### config.mk
export PLATFORM = sky130hd
export DESIGN_NAME = psum_acc_row
export DESIGN_NICKNAME = d
export VERILOG_FILES = /design/src/rtl/psum_acc_row_pkg.sv /design/src/rtl/psum_acc_row_lane_add.sv /design/src/rtl/psum_acc_row.sv
export SDC_FILE = /design/constraint.sdc
export NUM_CORES = 1
export LEC_CHECK = 0
export CAP_MARGIN = 20
export CORE_MARGIN = 1
export CORE_UTILIZATION = 50
export CTS_CLUSTER_SIZE = 24
export DETAILED_ROUTE_END_ITERATION = 12
export GPL_TIMING_DRIVEN = 0
export PLACE_DENSITY = 0.81
export SYNTH_ARGS = -nofsm -noshare
export SYNTH_HDL_FRONTEND = slang
export SYNTH_SLANG_ARGS = --single-unit
### constraint.sdc
create_clock -name clk -period 8.2 [get_ports clk]
set_input_delay 1.64 -clock clk [delete_from_list [all_inputs] [get_ports clk]]
set_output_delay 1.64 -clock clk [all_outputs]
set_load 0.05 [all_outputs]
### src/rtl/psum_acc_row_pkg.sv
// Shared definitions for the partial-sum row accumulator.
//
// Holds:
//   - default geometry (lanes per row, lane widths, count width)
//   - the FSM state encoding
//   - saturation bounds for the default lane width
//
// Optional build macro: PSUM_SAT_EN. When it is defined, lane adds saturate
// to PSUM_MAX / PSUM_MIN instead of wrapping.
package psum_acc_row_pkg;

  localparam int COL     = 8;
  localparam int BW      = 8;
  localparam int BW_PSUM = 2 * BW + 4;
  localparam int CNT_BW  = 4;

  typedef enum logic [2:0] {
    IDLE  = 3'd0,
    ACCUM = 3'd1,
    SUM   = 3'd2,
    HOLD  = 3'd3,
    DIV   = 3'd4
  } state_t;

  // Two's-complement limits of one lane at the default width.
  localparam logic [BW_PSUM-1:0] PSUM_MAX = {1'b0, {(BW_PSUM-1){1'b1}}};
  localparam logic [BW_PSUM-1:0] PSUM_MIN = {1'b1, {(BW_PSUM-1){1'b0}}};

endpackage

### src/rtl/psum_acc_row_lane_add.sv
// psum_lane_add: one signed lane adder of the row accumulator.
//
// Ports:
//   a, b   in   w  signed addends (running lane value, incoming partial)
//   sum    out  w  a + b
//   clamp  out  1  high when the result was clamped (PSUM_SAT_EN builds only)
//
// Build macro PSUM_SAT_EN:
//   - defined:   the add saturates to the most positive or most negative
//                w-bit value.
//   - undefined: the add wraps modulo 2^w.
module psum_lane_add
  import psum_acc_row_pkg::*;
#(
  parameter int w = BW_PSUM
) (
  input  logic signed [w-1:0] a,
  input  logic signed [w-1:0] b,
  output logic signed [w-1:0] sum
`ifdef PSUM_SAT_EN
  ,
  output logic                clamp
`endif
);

`ifdef PSUM_SAT_EN
  localparam logic signed [w-1:0] lane_max = {1'b0, {(w-1){1'b1}}};
  localparam logic signed [w-1:0] lane_min = {1'b1, {(w-1){1'b0}}};

  logic signed [w-1:0] raw;
  logic                ovf;

  assign raw = a + b;
  // Overflow is only possible when both operands have the same sign and the
  // wrapped result has the opposite sign.
  assign ovf   = (a[w-1] == b[w-1]) && (raw[w-1] != a[w-1]);
  assign sum   = ovf ? (a[w-1] ? lane_min : lane_max) : raw;
  assign clamp = ovf;
`else
  assign sum = a + b;
`endif

endmodule

### src/rtl/psum_acc_row.sv
// psum_acc_row: accumulates num_acc partial-sum rows and feeds sfp_row.
//
// The block sums the partial rows lane by lane. It then presents the
// finished row on sfp_in and pulses acc (sum phase). It holds the row
// stable until div_req arrives, and then pulses div and done together
// (divide phase).
//
// Ports:
//   clk       in   1            clock, all state on the rising edge
//   reset     in   1            asynchronous active-high clear
//   start     in   1            begin a row (sampled only in IDLE)
//   num_acc   in   cnt_bw       partials per row, 0 treated as 1
//   in_valid  in   1            partial row valid
//   in_ready  out  1            partial accepted (high only in ACCUM)
//   in_data   in   col*bw_psum  partial row, lane i at [bw_psum*i +: bw_psum]
//   div_req   in   1            request divide phase (sampled only in HOLD)
//   sfp_in    out  col*bw_psum  registered accumulated row
//   acc       out  1            sum-phase strobe
//   div       out  1            divide-phase strobe
//   busy      out  1            not IDLE
//   done      out  1            row finished, coincident with div
//   sat       out  1            sticky clamp flag (PSUM_SAT_EN builds only)
//
// Build macro PSUM_SAT_EN:
//   - defined:   saturating lane adds and a sat output.
//   - undefined: wrapping lane adds and no sat port.
module psum_acc_row
  import psum_acc_row_pkg::*;
#(
  parameter int col     = COL,
  parameter int bw      = BW,
  parameter int bw_psum = 2 * bw + 4,
  parameter int cnt_bw  = CNT_BW
) (
  input  logic                   clk,
  input  logic                   reset,
  input  logic                   start,
  input  logic [cnt_bw-1:0]      num_acc,
  input  logic                   in_valid,
  output logic                   in_ready,
  input  logic [col*bw_psum-1:0] in_data,
  input  logic                   div_req,
  output logic [col*bw_psum-1:0] sfp_in,
  output logic                   acc,
  output logic                   div,
  output logic                   busy,
  output logic                   done
`ifdef PSUM_SAT_EN
  ,
  output logic                   sat
`endif
);

  state_t                 state, state_nx;
  logic [cnt_bw-1:0]      beat_cnt;
  logic [cnt_bw-1:0]      cnt_lat;
  logic [cnt_bw-1:0]      beat_nx;
  logic                   beat_ok;
  logic                   last_beat;
  logic [col*bw_psum-1:0] lane_sum;
`ifdef PSUM_SAT_EN
  logic [col-1:0]         lane_clamp;
`endif

  // One lane adder per lane. Each adder adds the incoming partial to the
  // registered running value.
  for (genvar g = 0; g < col; g++) begin : g_lane
    psum_lane_add #(.w(bw_psum)) u_add (
      .a     (sfp_in[g*bw_psum +: bw_psum]),
      .b     (in_data[g*bw_psum +: bw_psum]),
      .sum   (lane_sum[g*bw_psum +: bw_psum])
`ifdef PSUM_SAT_EN
      ,
      .clamp (lane_clamp[g])
`endif
    );
  end

  assign beat_ok   = in_valid && (state == ACCUM);
  assign beat_nx   = beat_cnt + cnt_bw'(1);
  assign last_beat = beat_ok && (beat_nx == cnt_lat);

  // NOTE: sequential state uses non-blocking assignments only, so every
  // register in this block samples its pre-edge values.
  always_ff @(posedge clk or posedge reset) begin
    if (reset) begin
      state <= IDLE;
    end else begin
      state <= state_nx;
    end
  end

  // The accumulator, beat counter and latched count change only on an
  // accepted start (clear) or on an accepted beat.
  always_ff @(posedge clk or posedge reset) begin
    if (reset) begin
      sfp_in   <= '0;
      beat_cnt <= '0;
      cnt_lat  <= '0;
`ifdef PSUM_SAT_EN
      sat      <= 1'b0;
`endif
    end else if (state == IDLE && start) begin
      sfp_in   <= '0;
      beat_cnt <= '0;
      cnt_lat  <= (num_acc == '0) ? cnt_bw'(1) : num_acc;
`ifdef PSUM_SAT_EN
      sat      <= 1'b0;
`endif
    end else if (beat_ok) begin
      sfp_in   <= lane_sum;
      beat_cnt <= beat_nx;
`ifdef PSUM_SAT_EN
      sat      <= sat | (|lane_clamp);
`endif
    end
  end

  // NOTE: every output of this block gets a default before the case, so no
  // path can leave one unassigned and infer a latch.
  always_comb begin
    state_nx = state;
    in_ready = 1'b0;
    acc      = 1'b0;
    div      = 1'b0;
    done     = 1'b0;
    busy     = 1'b1;
    case (state)
      IDLE: begin
        busy = 1'b0;
        if (start) state_nx = ACCUM;
      end
      ACCUM: begin
        in_ready = 1'b1;
        if (last_beat) state_nx = SUM;
      end
      SUM: begin
        acc      = 1'b1;
        state_nx = HOLD;
      end
      HOLD: begin
        if (div_req) state_nx = DIV;
      end
      DIV: begin
        div      = 1'b1;
        done     = 1'b1;
        state_nx = IDLE;
      end
      default: state_nx = IDLE;
    endcase
  end

endmodule
==> flow_metrics.py, run 1 <==
metrics = {
    "global_route": {
        "gr-total-overflow": 0,
        "grt.total_usage": 0.295,
        "grt_max_degree": 94,
        "met1_usage": 0.354,
        "antenna_found_initial": 0,
        "grt_use_met2": 0.523,
        "met3_usage": 0.0565,
        "grt_pass1_wl_um": 61700,
        "busiest_layer": "met2",
        "first_global_vias": 12300,
    },
    "layout": {
        "diodes": 0,
        "mostFrequentLayoutCells": "clkdlybuf4s50_1, o21ai_0, nand2_1",
        "drive_gt1_frac": 0.0293,
        "layout.nets": 2126,
        "seq_area_um2": 4280,
        "fillers": 2073,
        "stdcell_area_um2": 17300,
        "multi_input_area_um2": 8310,
        "syn2layout_area_growth_pct": 33.7,
        "layout.cells.most_common": "clkdlybuf4s50_1",
    },
    "clock_tree": {
        "postCtsSetupBuffers": 0,
        "clockBufferDepth": 2,
        "clkTransAtPathRegs_ns": 0.07,
        "cts-htree-levels": 4,
        "cts.sink_count": 171,
        "insertion_delay_ns": 0.42,
        "cts_inserted_buffers": 17,
        "cts_resized": 0,
        "cts_tree": "built",
        "hold_buffers": 0,
        "cts-root-buf": "clkbuf_16",
    },
    "detailed_routing": {
        "drcViolationCount": 0,
        "first_pass_iters": 5,
        "drt_iter0_drc": 785,
        "vias": 12400,
        "viasPerCell": 5.80,
        "antenna_left": 0,
        "wl_per_cell_um": 18.4,
        "routed_wl_um": 39300,
    },
    "floorplanning": {
        "dieArea_um2": 26500,
        "dieWidth_um": 163,
        "initial_utilization": 0.511,
        "core_um2": 25300,
        "io_pins": 334,
        "rows": 58,
        "die_h_um": 163,
    },
    "sta": {
        "setup_viol_count_final": 0,
        "grt_setup_unrepaired": "false",
        "finalClockSkew_ns": 0.0154,
        "tightest_slew_ns": 1.06,
        "maxSlewHeadroom": 0.291,
        "setup_ws_ns": 3.69,
        "period_minus_slack_ns": 4.51,
        "max_freq_ghz": 0.222,
        "slew_violations": 0,
        "setup_tns_ns": 0,
        "post-route-period-util": 0.550,
        "final_hold_viol_count": 0,
    },
    "run_status": {
        "outcome": "completed",
    },
    "synth": {
        "synth_nets": 1773,
        "synth_top_flop_cell": "dfrtp_1",
        "ys_types": 67,
        "ys_ff_latch": 171,
        "synthCells": 1443,
        "yosysSeqAreaShare": 0.331,
        "yosysWarnings": 0,
        "synth_top_area_share": 0.331,
        "syn_area_um2": 12900,
        "synth_area_leaders": "dfrtp_1, ha_1, o21ai_0",
        "yosysTopAreaCell": "dfrtp_1",
        "synth_edf_count": 0,
        "synthArstFlopShare": 1.00,
        "syn_area_per_cell_um2": 8.95,
    },
    "setup_path": {
        "path_max_fanout": 3,
        "reg2reg_depth": 11,
        "cp.required_ns": 8.53,
        "critPathLaunchType": "primary input",
        "crit_type": "in2reg",
        "end_kind": "flip-flop",
        "cp.arrival_ns": 4.84,
    },
    "pwr": {
        "seq_power_share": 0.200,
        "p_int_w": 0.00391,
        "power_frac_clock": 0.098,
        "finalPower_w": 0.00821,
        "sw_frac_of_total": 0.524,
        "p_sw_w": 0.00431,
        "peakVddDrop_uv": 287,
        "power_density_nw_per_um2": 476,
        "combPwrFrac": 0.702,
        "power_leakage_nw": 7.71,
    },
    "hold_path": {
        "min_path_cells": 1,
        "hold_class": "reg2reg",
    },
    "placement": {
        "io_buffers": 333,
        "dpl-instance-area_um2": 16700,
        "gp_congestion": 0.924,
        "dp_slack_ns": 3.31,
        "hpwlAfterDp_um": 30300,
    },
    "flow_run": {
        "max_cap_viol_count": 0,
    },
}
state kept, by name, indices dropped and copies added, names as in the netlist:
register	count
beat_cnt	4
cnt_lat	4
sfp_in	160
state	3
path summary, 6_finish.rpt:
path / start / end / slack (ns)
worst max-delay path: in_data[80] / sfp_in[98]$_DFFE_PP0P_ / 3.69
worst min-delay path: sfp_in[39]$_DFFE_PP0P_ / sfp_in[39]$_DFFE_PP0P_ / 0.47
worst max register to register: sfp_in[80]$_DFFE_PP0P_ / sfp_in[98]$_DFFE_PP0P_ / 4.93
worst min register to register: sfp_in[39]$_DFFE_PP0P_ / sfp_in[39]$_DFFE_PP0P_ / 0.47
max in group asynchronous: reset / sfp_in[76]$_DFFE_PP0P_ / 5.61
min in group asynchronous: reset / sfp_in[127]$_DFFE_PP0P_ / 1.68
cells in the mapped netlist, drive strengths merged (5+ instances only):
| master | number |
|---|---|
| or3 | 5 |
| a22o | 18 |
| o21ai | 195 |
| nor3b | 10 |
| xor2 | 39 |
| nand2b | 17 |
| o31ai | 11 |
| nand2 | 178 |
| o21a | 13 |
| a32o | 8 |
| fa | 8 |
| nand3b | 5 |
| nand4 | 13 |
| a31oi | 7 |
| o21bai | 21 |
| nor3 | 37 |
| mux2i | 7 |
| a21o | 62 |
| xnor2 | 86 |
| a21oi | 90 |
| a31o | 5 |
| clkbuf | 39 |
| a211oi | 14 |
| nor2 | 55 |
| nor2b | 19 |
| inv | 45 |
| nand3 | 23 |
| a211o | 8 |
| dfrtp | 171 |
| a41oi | 5 |
| and2 | 6 |
| and3 | 11 |
| ha | 153 |
| a2111oi | 5 |
kinds of logic after synthesis:
group                      count (synthesis)  share of synthesized area
muxes                                     10                    0.00804
buffers and inverters                     85                     0.0250
adders and majority gates                161                      0.161
AOI/OAI and AO/OA                        497                      0.246
DFF                                      171                      0.331
xor gates and xnor gates                 125                     0.0848
and+or+nand+nor                          394                      0.144
stage by stage:
stage	utilization	instances	hold slack, ns
2_1_floorplan	-	1443	0.452
3_3_place_gp	0.660	2106	0.458
3_5_place_dp	0.661	2107	0.470
4_1_cts	0.684	2138	0.478
5_1_grt	0.684	2138	0.502
6_report	0.684	2138	0.473
worst max-delay path, stage by stage:
cell and delay, ns:
clkdlybuf4s50_1 0.41, ha_1 0.24, fa_1 0.42, a21o_1 0.19, a21o_1 0.23, a2111oi_0 0.50
nor3_1 0.16, a41oi_1 0.32, a211o_1 0.24, o221ai_1 0.17, xnor2_1 0.16, o21ai_0 0.17
metal layers:
metal,up-vias,wire length (um),part of all wire
li1,5987,-,-
met1,5927,16200,0.41
met2,430,19300,0.49
met3,67,2770,0.070
met4,0,1070,0.027
met5,-,0,0
final cells by class:
| type | count | area share |
|---|---|---|
| multi-input cells | 1187 | 0.481 |
| flip-flops and latches | 171 | 0.248 |
| repair buffers | 334 | 0.195 |
| clock buffers | 20 | 0.0265 |
| well taps | 330 | 0.0239 |
| inverters | 45 | 0.0102 |
| plain buffers | 40 | 0.00892 |
| clock inverters | 11 | 0.00645 |
power by group through the flow:
stage	Sequential (W)	Combinational [W]	Clock, W
detailed placement	0.00165	0.00572	0
finish	0.00164	0.00577	0.000804
floorplan	0.00288	0.00281	0
CTS	0.00164	0.00575	0.000813
global route	0.00170	0.00623	0.000847
global placement	0.00164	0.00559	0
Note: power is estimated with default switching activity, not from simulation.
==> run 2, diff against run 1 <==
clock period = 4.3 ns   (was 8.2 ns; I/O delays follow)
==> run 2 against run 1 <==
Routed wire length about the same. Worst hold slack improved by 0.0053 ns. Highest routed layer unchanged. Sequential power increased by 92%.
==> flow_metrics.py, run 2 (synthesis gave the netlist of run 1 again) <==
metrics = {
    "detailed_routing": {
        "antenna_left": 0,
        "routed_wl_um": 39300,
        "wl_per_cell_um": 18.3,
        "viasPerCell": 5.76,
        "vias": 12300,
        "first_pass_iters": 6,
        "drcViolationCount": 0,
        "drt_iter0_drc": 678,
    },
    "clock_tree": {
        "cts-htree-levels": 4,
        "insertion_delay_ns": 0.43,
        "clkTransAtPathRegs_ns": 0.07,
        "cts.sink_count": 171,
        "postCtsSetupBuffers": 0,
        "cts-root-buf": "clkbuf_16",
        "cts_inserted_buffers": 17,
        "cts_tree": "built",
        "cts_resized": 0,
        "clockBufferDepth": 2,
        "hold_buffers": 0,
    },
    "layout": {
        "drive_gt1_frac": 0.0315,
        "mostFrequentLayoutCells": "clkdlybuf4s50_1, o21ai_0, nand2_1",
        "top_regs": "sfp_in: 160 flops, beat_cnt: 4 flops, cnt_lat: 4 flops",
        "layout.nets": 2130,
        "regMostFlops": "sfp_in",
        "syn2layout_area_growth_pct": 34.3,
        "fin_util": 0.687,
        "largest_reg_flops": 160,
        "layout.cells.most_common": "clkdlybuf4s50_1",
    },
    "pwr": {
        "p_sw_w": 0.00820,
        "finalPower_w": 0.0157,
        "combPwrFrac": 0.701,
        "power_density_nw_per_um2": 903,
        "seq_power_share": 0.201,
        "power_frac_clock": 0.098,
        "sw_frac_of_total": 0.524,
        "peakVddDrop_uv": 553,
        "p_int_w": 0.00746,
        "power_leakage_nw": 7.73,
    },
    "placement": {
        "gp_congestion": 0.946,
        "io_buffers": 333,
        "hpwlAfterDp_um": 30700,
    },
    "setup_path": {
        "cp.required_ns": 4.59,
        "critPathLaunchType": "primary input",
        "crit_type": "in2reg",
        "end_kind": "flip-flop",
        "cp.arrival_ns": 4.06,
        "path_max_fanout": 3,
    },
    "floorplanning": {
        "initial_utilization": 0.511,
        "io_pins": 334,
        "die_h_um": 163,
        "rows": 58,
        "dieArea_um2": 26500,
        "dieWidth_um": 163,
        "core_um2": 25300,
    },
    "sta": {
        "period_minus_slack_ns": 3.77,
        "grt_setup_unrepaired": "false",
        "maxSlewHeadroom": 0.249,
        "final_hold_viol_count": 0,
        "setup_viol_count_final": 0,
        "post-route-period-util": 0.876,
        "max_freq_ghz": 0.265,
        "finalClockSkew_ns": 0.0169,
        "tightest_slew_ns": 1.13,
        "slew_violations": 0,
    },
    "global_route": {
        "grt_pass1_wl_um": 61200,
        "gr-total-overflow": 0,
        "grt.total_usage": 0.295,
        "first_global_vias": 12100,
        "grt_max_degree": 38,
        "antenna_found_initial": 1,
    },
    "flow_run": {
        "max_cap_viol_count": 0,
    },
    "hold_path": {
        "hold_class": "reg2reg",
    },
    "run_status": {
        "outcome": "completed",
    },
}
## run 2: cell types whose count changed in the layout (fill, tap and decap cells not counted)
| cell | previous run | this run |
|---|---|---|
| buf_12 | 0 | 4 |
| inv_8 | 2 | 1 |
| diode_2 | 0 | 1 |
| clkinv_2 | 1 | 0 |
| inv_6 | 3 | 2 |
| clkinvlp_4 | 4 | 7 |
## run 2: critical path, cell delays in order
cell	delay (ns)
clkdlybuf4s50_1	0.40
ha_1	0.25
fa_1	0.42
a21o_1	0.18
a21o_1	0.21
a2111oi_0	0.50
nor3_1	0.18
a41oi_1	0.34
a211o_1	0.23
o221ai_1	0.15
xnor2_1	0.23
o21ai_0	0.11
## run 2: power groups by stage
stage / logic (W) / clock network (W) / registers, W
floorplan: 0.00536 / 0 / 0.00549
global placement: 0.0107 / 0 / 0.00313
detailed placement: 0.0109 / 0 / 0.00316
CTS: 0.0110 / 0.00156 / 0.00315
global route: 0.0119 / 0.00162 / 0.00325
finish: 0.0110 / 0.00154 / 0.00315
## run 2: layout make-up
cell class / count / area (um^2)
Multi-Input combinational cell: 1187 / 8310
Fill cell: 2032 / 7910
Sequential cell: 171 / 4280
Timing Repair Buffer: 338 / 3440
Clock buffer: 20 / 457
Tap cell: 330 / 413
Inverter: 45 / 173
Buffer: 40 / 154
Clock inverter: 11 / 113
Antenna cell: 1 / 2.50
## run 2: metrics by stage
stage	setup WS, ns	area, um^2	instances	hold WS (ns)	setup TNS [ns]
3_3_place_gp	-0.374	16700	2106	0.458	-60.61
4_1_cts	0.593	17300	2142	0.480	0
3_5_place_dp	0.179	16800	2111	0.474	0
2_1_floorplan	0.856	12900	1443	0.452	0
6_report	0.533	17300	2143	0.478	0
5_1_grt	0.348	17300	2143	0.493	0
## run 2: metal layers
metal | wire length (um) | vias to the layer above | GRT usage
met3 | 3010 | 96 | 0.0700
met1 | 16100 | 5816 | 0.353
met5 | 0 | - | 0
met4 | 1680 | 0 | 0.136
met2 | 18500 | 445 | 0.500
li1 | - | 5988 | -
## run 2: path summary, 6_finish.rpt
| check | cells after the start | to | startpoint | slack (ns) |
|---|---|---|---|---|
| hold / removal | 1 | sfp_in[79]$_DFFE_PP0P_ | sfp_in[79]$_DFFE_PP0P_ | 0.48 |
| hold reg to reg | 1 | sfp_in[79]$_DFFE_PP0P_ | sfp_in[79]$_DFFE_PP0P_ | 0.48 |
| setup / recovery | 12 | sfp_in[38]$_DFFE_PP0P_ | in_data[20] | 0.53 |
| setup reg to reg | 11 | sfp_in[38]$_DFFE_PP0P_ | sfp_in[20]$_DFFE_PP0P_ | 0.97 |
| min in group asynchronous | 2 | sfp_in[53]$_DFFE_PP0P_ | reset | 0.82 |
| max in group asynchronous | 5 | beat_cnt[1]$_DFFE_PP0P_ | reset | 2.47 |
==> run 3, diff against run 2 <==
SETUP_SLACK_MARGIN = 0.02   (was not set)
==> results of run 3 <==
The final DEF is identical to that of run 2; final timing and power are the same.
